<file path="config.mk">
export PLATFORM = sky130hd
export DESIGN_NAME = inst_queue
export DESIGN_NICKNAME = d
export VERILOG_FILES = /design/src/rtl/inst_queue.sv
export SDC_FILE = /design/constraint.sdc
export NUM_CORES = 1
export LEC_CHECK = 0
export CAP_MARGIN = 0
export CORE_ASPECT_RATIO = 0.5
export CORE_MARGIN = 2
export CORE_UTILIZATION = 58
export DETAILED_ROUTE_END_ITERATION = 16
export PLACE_DENSITY = 0.79
export SKIP_LAST_GASP = 1
export SYNTH_ARGS = -nofsm -noshare
export SYNTH_HDL_FRONTEND = slang
export SYNTH_SLANG_ARGS = --single-unit
</file>
<file path="constraint.sdc">
create_clock -name clk -period 10.6 [get_ports clk]
set_clock_uncertainty 0.15 [all_clocks]
set_input_delay 1.59 -clock clk [delete_from_list [all_inputs] [get_ports clk]]
set_output_delay 1.59 -clock clk [all_outputs]
set_load 0.03 [all_outputs]
</file>
<file path="src/rtl/inst_queue.sv">
// Circular instruction FIFO between fetch and decode. Head entry is presented
// combinationally from storage; occupancy count disambiguates full from empty.
module inst_queue #(
    parameter int ADDR_WIDTH = 32,
    parameter int INST_WIDTH = 32,
    parameter int DEPTH      = 8
) (
    input  logic                         clk,
    input  logic                         rst_n,
    input  logic                         i_flush_n,
    input  logic                         i_fetch_e_n,
    input  logic [INST_WIDTH-1:0]        i_fetch_inst,
    input  logic [ADDR_WIDTH-1:0]        i_fetch_pc,
    output logic                         o_fetch_full,
    input  logic                         i_dec_stall,
    output logic                         o_inst_e_n,
    output logic [INST_WIDTH-1:0]        o_inst,
    output logic [ADDR_WIDTH-1:0]        o_inst_pc,
    output logic [$clog2(DEPTH+1)-1:0]   o_count,
    output logic                         o_overflow
);

    localparam int PTR = $clog2(DEPTH);
    localparam int CNT = $clog2(DEPTH + 1);
    localparam logic [CNT-1:0] FULL_COUNT = CNT'(DEPTH);

    logic [INST_WIDTH-1:0] r_inst_mem [DEPTH];
    logic [ADDR_WIDTH-1:0] r_pc_mem   [DEPTH];
    logic [PTR-1:0]        r_rd_ptr;
    logic [PTR-1:0]        r_wr_ptr;
    logic [CNT-1:0]        r_count;
    logic                  r_overflow;

    logic w_empty;
    logic w_full;
    logic w_pop;
    logic w_push;

    assign w_empty = (r_count == '0);
    assign w_full  = (r_count == FULL_COUNT);
    assign w_pop   = !w_empty && !i_dec_stall;
    assign w_push  = !i_fetch_e_n && (!w_full || w_pop);

    always_ff @(posedge clk or negedge rst_n) begin
        if (!rst_n) begin
            r_rd_ptr   <= '0;
            r_wr_ptr   <= '0;
            r_count    <= '0;
            r_overflow <= 1'b0;
        end else if (!i_flush_n) begin
            r_rd_ptr   <= '0;
            r_wr_ptr   <= '0;
            r_count    <= '0;
            r_overflow <= 1'b0;
        end else begin
            if (w_push) begin
                r_wr_ptr <= r_wr_ptr + 1'b1;
            end
            if (w_pop) begin
                r_rd_ptr <= r_rd_ptr + 1'b1;
            end
            if (w_push && !w_pop) begin
                r_count <= r_count + 1'b1;
            end else if (w_pop && !w_push) begin
                r_count <= r_count - 1'b1;
            end
            if (!i_fetch_e_n && w_full && !w_pop) begin
                r_overflow <= 1'b1;
            end
        end
    end

    // Storage is deliberately left uncleared; validity comes from r_count.
    always_ff @(posedge clk) begin
        if (i_flush_n && w_push) begin
            r_inst_mem[r_wr_ptr] <= i_fetch_inst;
            r_pc_mem[r_wr_ptr]   <= i_fetch_pc;
        end
    end

    assign o_inst_e_n   = w_empty;
    assign o_fetch_full = w_full;
    assign o_count      = r_count;
    assign o_overflow   = r_overflow;
    assign o_inst       = w_empty ? '0 : r_inst_mem[r_rd_ptr];
    assign o_inst_pc    = w_empty ? '0 : r_pc_mem[r_rd_ptr];

    a_count_range: assert property (@(posedge clk) disable iff (!rst_n)
        r_count <= FULL_COUNT);
    a_full_valid: assert property (@(posedge clk) disable iff (!rst_n)
        !(o_fetch_full && o_inst_e_n));

endmodule

</file>
== Word-level counts from Yosys, hierarchy flattened ==
Memory sizes are Yosys's and may differ from the RTL's.
Cells that the tools add are included.

* Register bits: 11
* Latch bits: 0
* Memory bits (writable): 512
* ROM bits: 0
* Output and inout port bits: 71
* Memories: 2

* Add/subtract/negate cells: 4
* $mul: 0
* Divide/modulo/power cells: 0
* Magnitude comparators: 0
* Equality and inequality tests: 5
* Shift operators: 0
* Mux-type cells: 13
* Bitwise logic cells: 0
* Reduce and logical (&&, ||, !) cells: 15

{| class="wikitable"
|+ Memories
! name !! words !! width !! read ports !! clocked after memory_dff !! write ports !! line !! source
|-
| r_inst_mem || 8 || 32 || 1 || 0 || 1 || 27 || <nowiki>logic [INST_WIDTH-1:0] r_inst_mem [DEPTH];</nowiki>
|-
| r_pc_mem || 8 || 32 || 1 || 0 || 1 || 28 || <nowiki>logic [ADDR_WIDTH-1:0] r_pc_mem [DEPTH];</nowiki>
|}

{| class="wikitable"
|+ Operator list
! operator !! number
|-
| 2-to-1 mux 32 bit || 2
|-
| 2-to-1 mux 3 bit || 4
|-
| 2-to-1 mux 4 bit || 3
|-
| logical AND 1 bit || 7
|-
| adder 3 x 1 -> 3 bit, second input constant || 2
|-
| zero test 1 bit || 6
|-
| inequality test 2 x 1 -> 1 bit, second input constant || 3
|-
| adder 4 x 1 -> 4 bit, second input constant || 1
|-
| == test 4 bit, second input constant || 1
|-
| zero test 4 bit || 1
|-
| 2-to-1 mux 1 bit || 4
|-
| subtractor 4 x 1 -> 4 bit, second input constant || 1
|-
| inequality test 3 x 1 -> 1 bit, second input constant || 1
|-
| logical OR 1 bit || 1
|}

== Depth between registers and ports, before layout ==
Gate-level depths: netlist of run 1.

* Depth after elaboration: 10
* Depth in mapped cells: 9
* Depth with buffers taken out: 8

== Worst setup path before layout of run 1 ==
OpenSTA, ideal clock, no wires.

* Path kind: in2reg
* Start: input i_dec_stall
* End: memory r_inst_mem[1][0] (enable)
* Setup time: 0.644 ns
* Arrival: 8.139 ns
* Data required time: 9.806 ns
* Setup slack: 1.667 ns
* Stages on the path: 3
* Buffers on the path: 1
* Cells stage by stage: clkbuf_1 > a31o_2 > nor4_1

* Longest elaborated chain between the ends: 7

{| class="wikitable"
|+ Ends and longest elaborated chain
! item !! line !! source
|-
| start, declared || 15 || <nowiki>input logic i_dec_stall,</nowiki>
|-
| zero test 1 bit || 41 || <nowiki>assign w_pop = !w_empty && !i_dec_stall;</nowiki>
|-
| logical AND 1 bit || 41 ||
|-
| logical OR 1 bit || 42 || <nowiki>assign w_push = !i_fetch_e_n && (!w_full || w_pop);</nowiki>
|-
| logical AND 1 bit || 42 ||
|-
| logical AND 1 bit || 75 || <nowiki>if (i_flush_n && w_push) begin</nowiki>
|-
| 2-to-1 mux 1 bit || 75 ||
|-
| 2-to-1 mux 1 bit (implied by the code) || 76 || <nowiki>r_inst_mem[r_wr_ptr] <= i_fetch_inst;</nowiki>
|-
| end, declared || 27 ||
|}

No other way between the ends.

== Worst setup path after layout of run 1 ==
* Start: register r_rd_ptr[1]
* End: output o_inst_pc[20]

* Longest elaborated chain between the ends: 2

{| class="wikitable"
|+ Ends and longest elaborated chain
! item !! line !! source
|-
| start, declared || 29 || <nowiki>logic [PTR-1:0] r_rd_ptr;</nowiki>
|-
| start signal, assigned || 60 || <nowiki>r_rd_ptr <= r_rd_ptr + 1'b1;</nowiki>
|-
| memory (8 x 32 bit) || -- ||
|-
| 2-to-1 mux 32 bit || 86 || <nowiki>assign o_inst_pc = w_empty ? '0 : r_pc_mem[r_rd_ptr];</nowiki>
|-
| end, declared || 18 || <nowiki>output logic [ADDR_WIDTH-1:0] o_inst_pc,</nowiki>
|}

No other way between the ends.

==> results of run 1 <==
metrics by stage:
| stage | hold WS (ps) | instance area, um^2 |
|---|---|---|
| after floorplan | 430 | 20200 |
| after global placement | 337 | 22100 |
| after detailed placement | 340 | 22100 |
| after CTS | 360 | 23500 |
| after global routing | 406 | 23500 |
| final | 356 | 23500 |
routing by layer:
| metal | up-vias | part of all wire, % | global-route usage (%) |
|---|---|---|---|
| li1 | 4049 | - | - |
| met1 | 5023 | 41 | 30.8 |
| met2 | 322 | 52 | 38.1 |
| met3 | 51 | 5.7 | 3.33 |
| met4 | 0 | 1.7 | 5.56 |
| met5 | - | 0 | 0 |
flip-flops by register name (all words and copies together), names as in the netlist:
| register | flops |
|---|---|
| o_count | 4 |
| o_overflow | 1 |
| r_pc_mem | 256 |
| r_inst_mem | 256 |
| r_wr_ptr | 3 |
| r_rd_ptr | 3 |
final timing paths:
check                                  from              end  slack [ps]  cells past startpoint
worst max register to register   o_count[1]  r_pc_mem[7][18]        7330                      5
max in group asynchronous             rst_n      r_rd_ptr[1]        8640                      1
worst min register to register   o_overflow       o_overflow         360                      1
worst min-delay path             o_overflow       o_overflow         360                      1
worst max-delay path            r_rd_ptr[1]    o_inst_pc[20]        4860                      5
min in group asynchronous             rst_n       o_overflow        1250                      1
where the power goes:
part | total, W | leakage, nW | switching [W] | internal, W
Combinational | 0.00149 | 1.75 | 0.000813 | 0.000676
Sequential | 0.00241 | 4.77 | 0.0000803 | 0.00233
Clock | 0.00159 | 0.680 | 0.000695 | 0.000899
Yosys cell counts:
master	n	area, um^2
nand3_1	3	15.0
edfxtp_1	512	15400
clkbuf_1	7	26.3
a21boi_0	1	7.51
ha_1	4	50.1
buf_1	1	3.75
buf_6	13	146
buf_2	20	100
o31a_1	1	8.76
or3_1	1	6.26
a2111oi_0	1	8.76
nor4_1	1	6.26
o21ai_1	1	5.00
fa_1	1	20.0
a21oi_1	3	15.0
nor3b_1	3	22.5
a31oi_1	1	6.26
buf_4	5	37.5
o31ai_1	1	7.51
xnor2_1	4	35.0
dfrtp_1	11	275
o41ai_1	1	8.76
nor2_1	73	274
inv_2	1	3.75
nand4_1	2	12.5
nand2_1	12	45.0
a211oi_1	1	7.51
a21o_1	1	7.51
o21a_1	2	15.0
mux4_2	128	2880
or3_4	1	11.3
nor3_2	1	10.0
inv_1	6	22.5
nand2b_1	2	12.5
a22oi_1	1	7.51
xor2_1	1	8.76
a31o_2	1	8.76
nand3b_1	1	7.51
or4_1	1	7.51
mux2i_1	68	681
nand2_2	1	6.26
nor3_1	4	20.0
cells by family (layout without fill, tap and decap cells):
kind of cell,count (synthesis),after routing
flip-flops,523,523
multiplexers,196,196
AND/OR/NAND/NOR,106,106
buffers and inverters,53,239
AO/OA/AOI/OAI,16,16
adder cells (fa/ha/maj),5,5
XOR/XNOR,5,5
other,0,1
cell type report:
cell class                      instances  area, um^2  area share [%]
Antenna cell                            1        2.50          0.0106
Clock buffer                           55        1160            4.95
Clock inverter                         21         226           0.964
Inverter                                7        26.3           0.112
Multi-Input combinational cell        328        4300            18.3
Sequential cell                       523       15700            66.6
Tap cell                              475         594            2.53
Timing Repair Buffer                  156        1530            6.52
==> metrics.md, run 1 <==
| Metric | Value |
|---|---|
| Clk_lat worst skew | `550 ps` |
| Die Y | `136 um` |
| Slowest cell on crit path | `dfrtp_4` |
| Largest family of logic cells by synthesized area | `multiplexers` |
| Crit end category | `primary output` |
| Syn_nets | `978` |
| Critical Path AT | `4000 ps` |
| CTS tree | `yes` |
| FP Rows | `48` |
| Post-DP HPWL | `20,000 um` |
| Worst setup SP type | `flip-flop` |
| First-pass GRT wire length | `59,300 um` |
| All-layer global routing usage | `22.2%` |
| Cells after DPL | `1,489` |
| Post-layout power | `0.00549 W` |
| Drt first-iter violations | `814` |
| Adder-cell share of the synthesized area | `0.346%` |
| Die W | `268 um` |
| Starting Density | `58.8%` |
| Max VDD drop | `0.197 mV` |
| Max-cap violation count | `0` |
| Mean Syn Cell Area | `22.4 um^2` |
| Buf/Inv on CP | `2` |
| Grt ovf | `0` |
| TritonCTS Buffers | `44` |
| Max Freq | `0.174 GHz` |
| CTS H-tree depth | `2` |
| IO buf count | `139` |
| CORE AREA | `34,400 um^2` |
| DR pass1 iterations | `5` |
| GP Congestion | `0.744` |
| HP Class | `reg -> reg` |
| Post-Synth Simple-Gate Area | `2.26%` |
| Most frequent cells in the layout | `edfxtp_1, clkdlybuf4s50_1, mux4_2, nor2_1, mux2i_1` |
| Postcts setup bufs | `0` |
| Final std cells w/o fill | `1,566` |
| Layout cells sized above 1 | `20.0%` |
| Min Tclk post-route | `5740 ps` |
| Tcrit/Tclk final | `54.1%` |
| Worst-path fanout max | `81` |
| Sum of negative setup slack | `0 ps` |
| Synth warn | `0` |
| Crit path cell chain | `buf_4, mux4_2, mux2i_1, nor2_1, clkdlybuf4s50_1` |
| Vias per cell | `6.03` |
| Syn Std Cell Area | `20,200 um^2` |
| Largest net degree at the start of global routing | `103` |
| Nets@finish | `1,134` |
| TritonCTS Sinks | `523` |
| Pre-CTS WS | `5460 ps` |
| Clk slew on worst S/H paths | `70 ps` |
| Final-report setup violation count | `0` |
| Least-Margin Pin Slew | `1270 ps` |
| Multiplexer share of the synthesized area | `17.6%` |
| Cells after Synth | `904` |
| Cell variety after synth | `42` |
| Fin util | `68.3%` |
| Area grow syn2layout | `16.1%` |
| Sequential-to-total area share from yosys stat | `77.3%` |
| Vias in the first global route | `9,794` |
| Leakage | `7.20 nW` |
| Number of fill cells in the layout | `2,035` |
| Routed vias | `9,445` |
| WP data required | `8860 ps` |
| Io pins | `140` |
| CP Class | `reg -> out` |
| Final Hold Violating Endpoints | `0` |
| Post_cts resized | `0` |
| XOR/XNOR Fraction of Synth Area | `0.216%` |
| Relative slew slack | `15.6%` |
| Hold buffer count at CTS | `0` |
| Final setup margin | `4860 ps` |
| DR WL/cell | `25.2 um` |
| Commonest non-fill, non-tap cell in the layout | `edfxtp_1` |
| Post-route DRC | `0` |
| Max incr delay on CP | `1210 ps` |
| Top delay family on crit path | `buffers and inverters` |
| Max-slew violation count | `0` |
| Final wirelength | `39,400 um` |
| Outcome | `completed` |
| Power per cell area | `234 nW/um^2` |
| Yosys reg bits | `523` |
| Antenna violations before repair | `2` |
| DRT antenna net count | `0` |
| Complex-gate fraction of the synthesized area | `0.563%` |
| Clk root buf | `clkbuf_16` |
| Die footprint | `36,500 um^2` |
| RSZ-0062 raised after global routing | `false` |
| Clock buffer depth | `3` |
No activity file was read; power rests on OpenSTA's default activity.
==> run 2, diff against run 1 <==
==> constraint.sdc (replaced) <==
create_clock -name clk -period 5.95 [get_ports clk]
set_clock_uncertainty 0.15 [all_clocks]
set_input_delay 0.8925 -clock clk [delete_from_list [all_inputs] [get_ports clk]]
set_output_delay 0.8925 -clock clk [all_outputs]
set_load 0.03 [all_outputs]
==> metrics.md, run 2 (synthesis results as in run 1) <==
| Metric | Value |
|---|---|
| Max Freq | `0.223 GHz` |
| Internal power | `0.00718 W` |
| Antenna violations before repair | `2` |
| Grt ovf | `0` |
| Outcome | `completed` |
| Final wirelength | `40,300 um` |
| Crit end category | `primary output` |
| Min Tclk post-route | `4490 ps` |
| Max VDD drop | `0.240 mV` |
| CTS H-tree depth | `2` |
| GRT met1 Usage | `29.5%` |
| Clock buffer depth | `3` |
| Nets@finish | `1,133` |
| GR peak layer | `met2` |
| All-layer global routing usage | `22.8%` |
| Post-route DRC | `0` |
| Layout cells sized above 1 | `20.4%` |
| DR WL/cell | `25.7 um` |
| Least-Margin Pin Slew | `1150 ps` |
| Io pins | `140` |
| Starting Density | `58.8%` |
| Max-cap violation count | `0` |
| Commonest non-fill, non-tap cell in the layout | `edfxtp_1` |
| Cells after DPL | `1,488` |
| Die Y | `136 um` |
| RSZ-0062 raised after global routing | `false` |
| GP Congestion | `0.757` |
| DR pass1 iterations | `5` |
| Postcts setup bufs | `0` |
| FP Rows | `48` |
| Final-report setup violation count | `0` |
| WP data required | `4910 ps` |
| Area grow syn2layout | `17.1%` |
| Pre-CTS WS | `1860 ps` |
| Clock share of power | `30.4%` |
| Critical Path AT | `3440 ps` |
| Die W | `268 um` |
| Relative slew slack | `23.3%` |
| R2R setup slack | `2920 ps` |
| Fin util | `68.9%` |
| HP Class | `reg -> reg` |
| Power per cell area | `423 nW/um^2` |
| Met3 Usage GRT | `4.33%` |
| TritonCTS Buffers | `44` |
| Switch Pwr | `0.00285 W` |
| Combinational Power Share | `27.0%` |
| Max-slew violation count | `0` |
| Final Hold Violating Endpoints | `0` |
| Vias in the first global route | `10,030` |
| Worst setup startpoint | `r_rd_ptr[0]` |
| Drt first-iter violations | `891` |
| Die footprint | `36,500 um^2` |
| CTS tree | `yes` |
| TritonCTS Sinks | `523` |
| Worst setup SP type | `flip-flop` |
| Global routing usage on met2 | `39.4%` |
| CORE AREA | `34,400 um^2` |
| Net Sw Frac | `28.4%` |
| Worst R2R Start | `o_count[1]` |
| DRT antenna net count | `0` |
| Final setup margin | `1460 ps` |
| Clk root buf | `clkbuf_16` |
| Flop pwr share | `42.6%` |
| IO buf count | `139` |
| Leakage | `7.28 nW` |
| Final std cells w/o fill | `1,568` |
| Tcrit/Tclk final | `75.4%` |
| Sum of negative setup slack | `0 ps` |
| CP Class | `reg -> out` |
| First-pass GRT wire length | `60,400 um` |
| Vias per cell | `6.06` |
| Routed vias | `9,495` |
| Worst-path fanout max | `46` |
| Source of the worst hold timing path | `o_overflow` |
| Post_cts resized | `0` |
| Post-DP HPWL | `20,300 um` |
| Hold buffer count at CTS | `0` |
| Worst hold margin | `381 ps` |
| Clk_lat worst skew | `550 ps` |
| Most frequent cells in the layout | `edfxtp_1, clkdlybuf4s50_1, mux4_2, nor2_1, mux2i_1` |
| Largest net degree at the start of global routing | `85` |
| Clk slew on worst S/H paths | `60 ps` |
## run 2: worst paths after layout
kind                                   to  depth (start not counted)
min in group asynchronous      o_overflow                          1
hold / removal                 o_overflow                          1
setup reg to reg           r_pc_mem[2][9]                          5
hold reg to reg                o_overflow                          1
setup / recovery            o_inst_pc[17]                          5
max in group asynchronous     r_rd_ptr[0]                          1
## run 2: per-stage QoR
| step | area (um^2) | power (W) |
|---|---|---|
| after global placement | 22200 | 0.00703 |
| after global routing | 23700 | 0.0104 |
| after detailed placement | 22200 | 0.00707 |
| final | 23700 | 0.0100 |
| after CTS | 23700 | 0.0101 |
| after floorplan | 20200 | 0.00617 |
## run 2: cell type report
cell class	instances	area, um^2
multi-input cells	328	4310
flip-flops and latches	523	15700
fillers	1985	10700
diodes	1	2.50
clock buffers	50	1140
clock inverters	29	382
repair buffers	155	1570
well taps	475	594
inverters	7	26.3
## run 2: metal layers
layer	wire length, um	part of all wire, %
met5	0	0
met4	1010	2.5
met3	2350	5.8
met2	21100	52
met1	15800	39
## run 2: worst max-delay path, stage by stage (launching register included)
cell	delay (ps)
dfrtp_4	870
buf_12	410
mux4_2	560
mux2i_1	330
nor2_1	80
clkdlybuf4s50_1	600
## run 2: power by group through the flow
| stage | clock network [W] | logic, W | registers (W) |
|---|---|---|---|
| finish | 0.00305 | 0.00271 | 0.00427 |
| global route | 0.00322 | 0.00287 | 0.00429 |
| CTS | 0.00309 | 0.00275 | 0.00428 |
| detailed placement | 0 | 0.00271 | 0.00435 |
| global placement | 0 | 0.00268 | 0.00434 |
| floorplan | 0 | 0.00189 | 0.00428 |
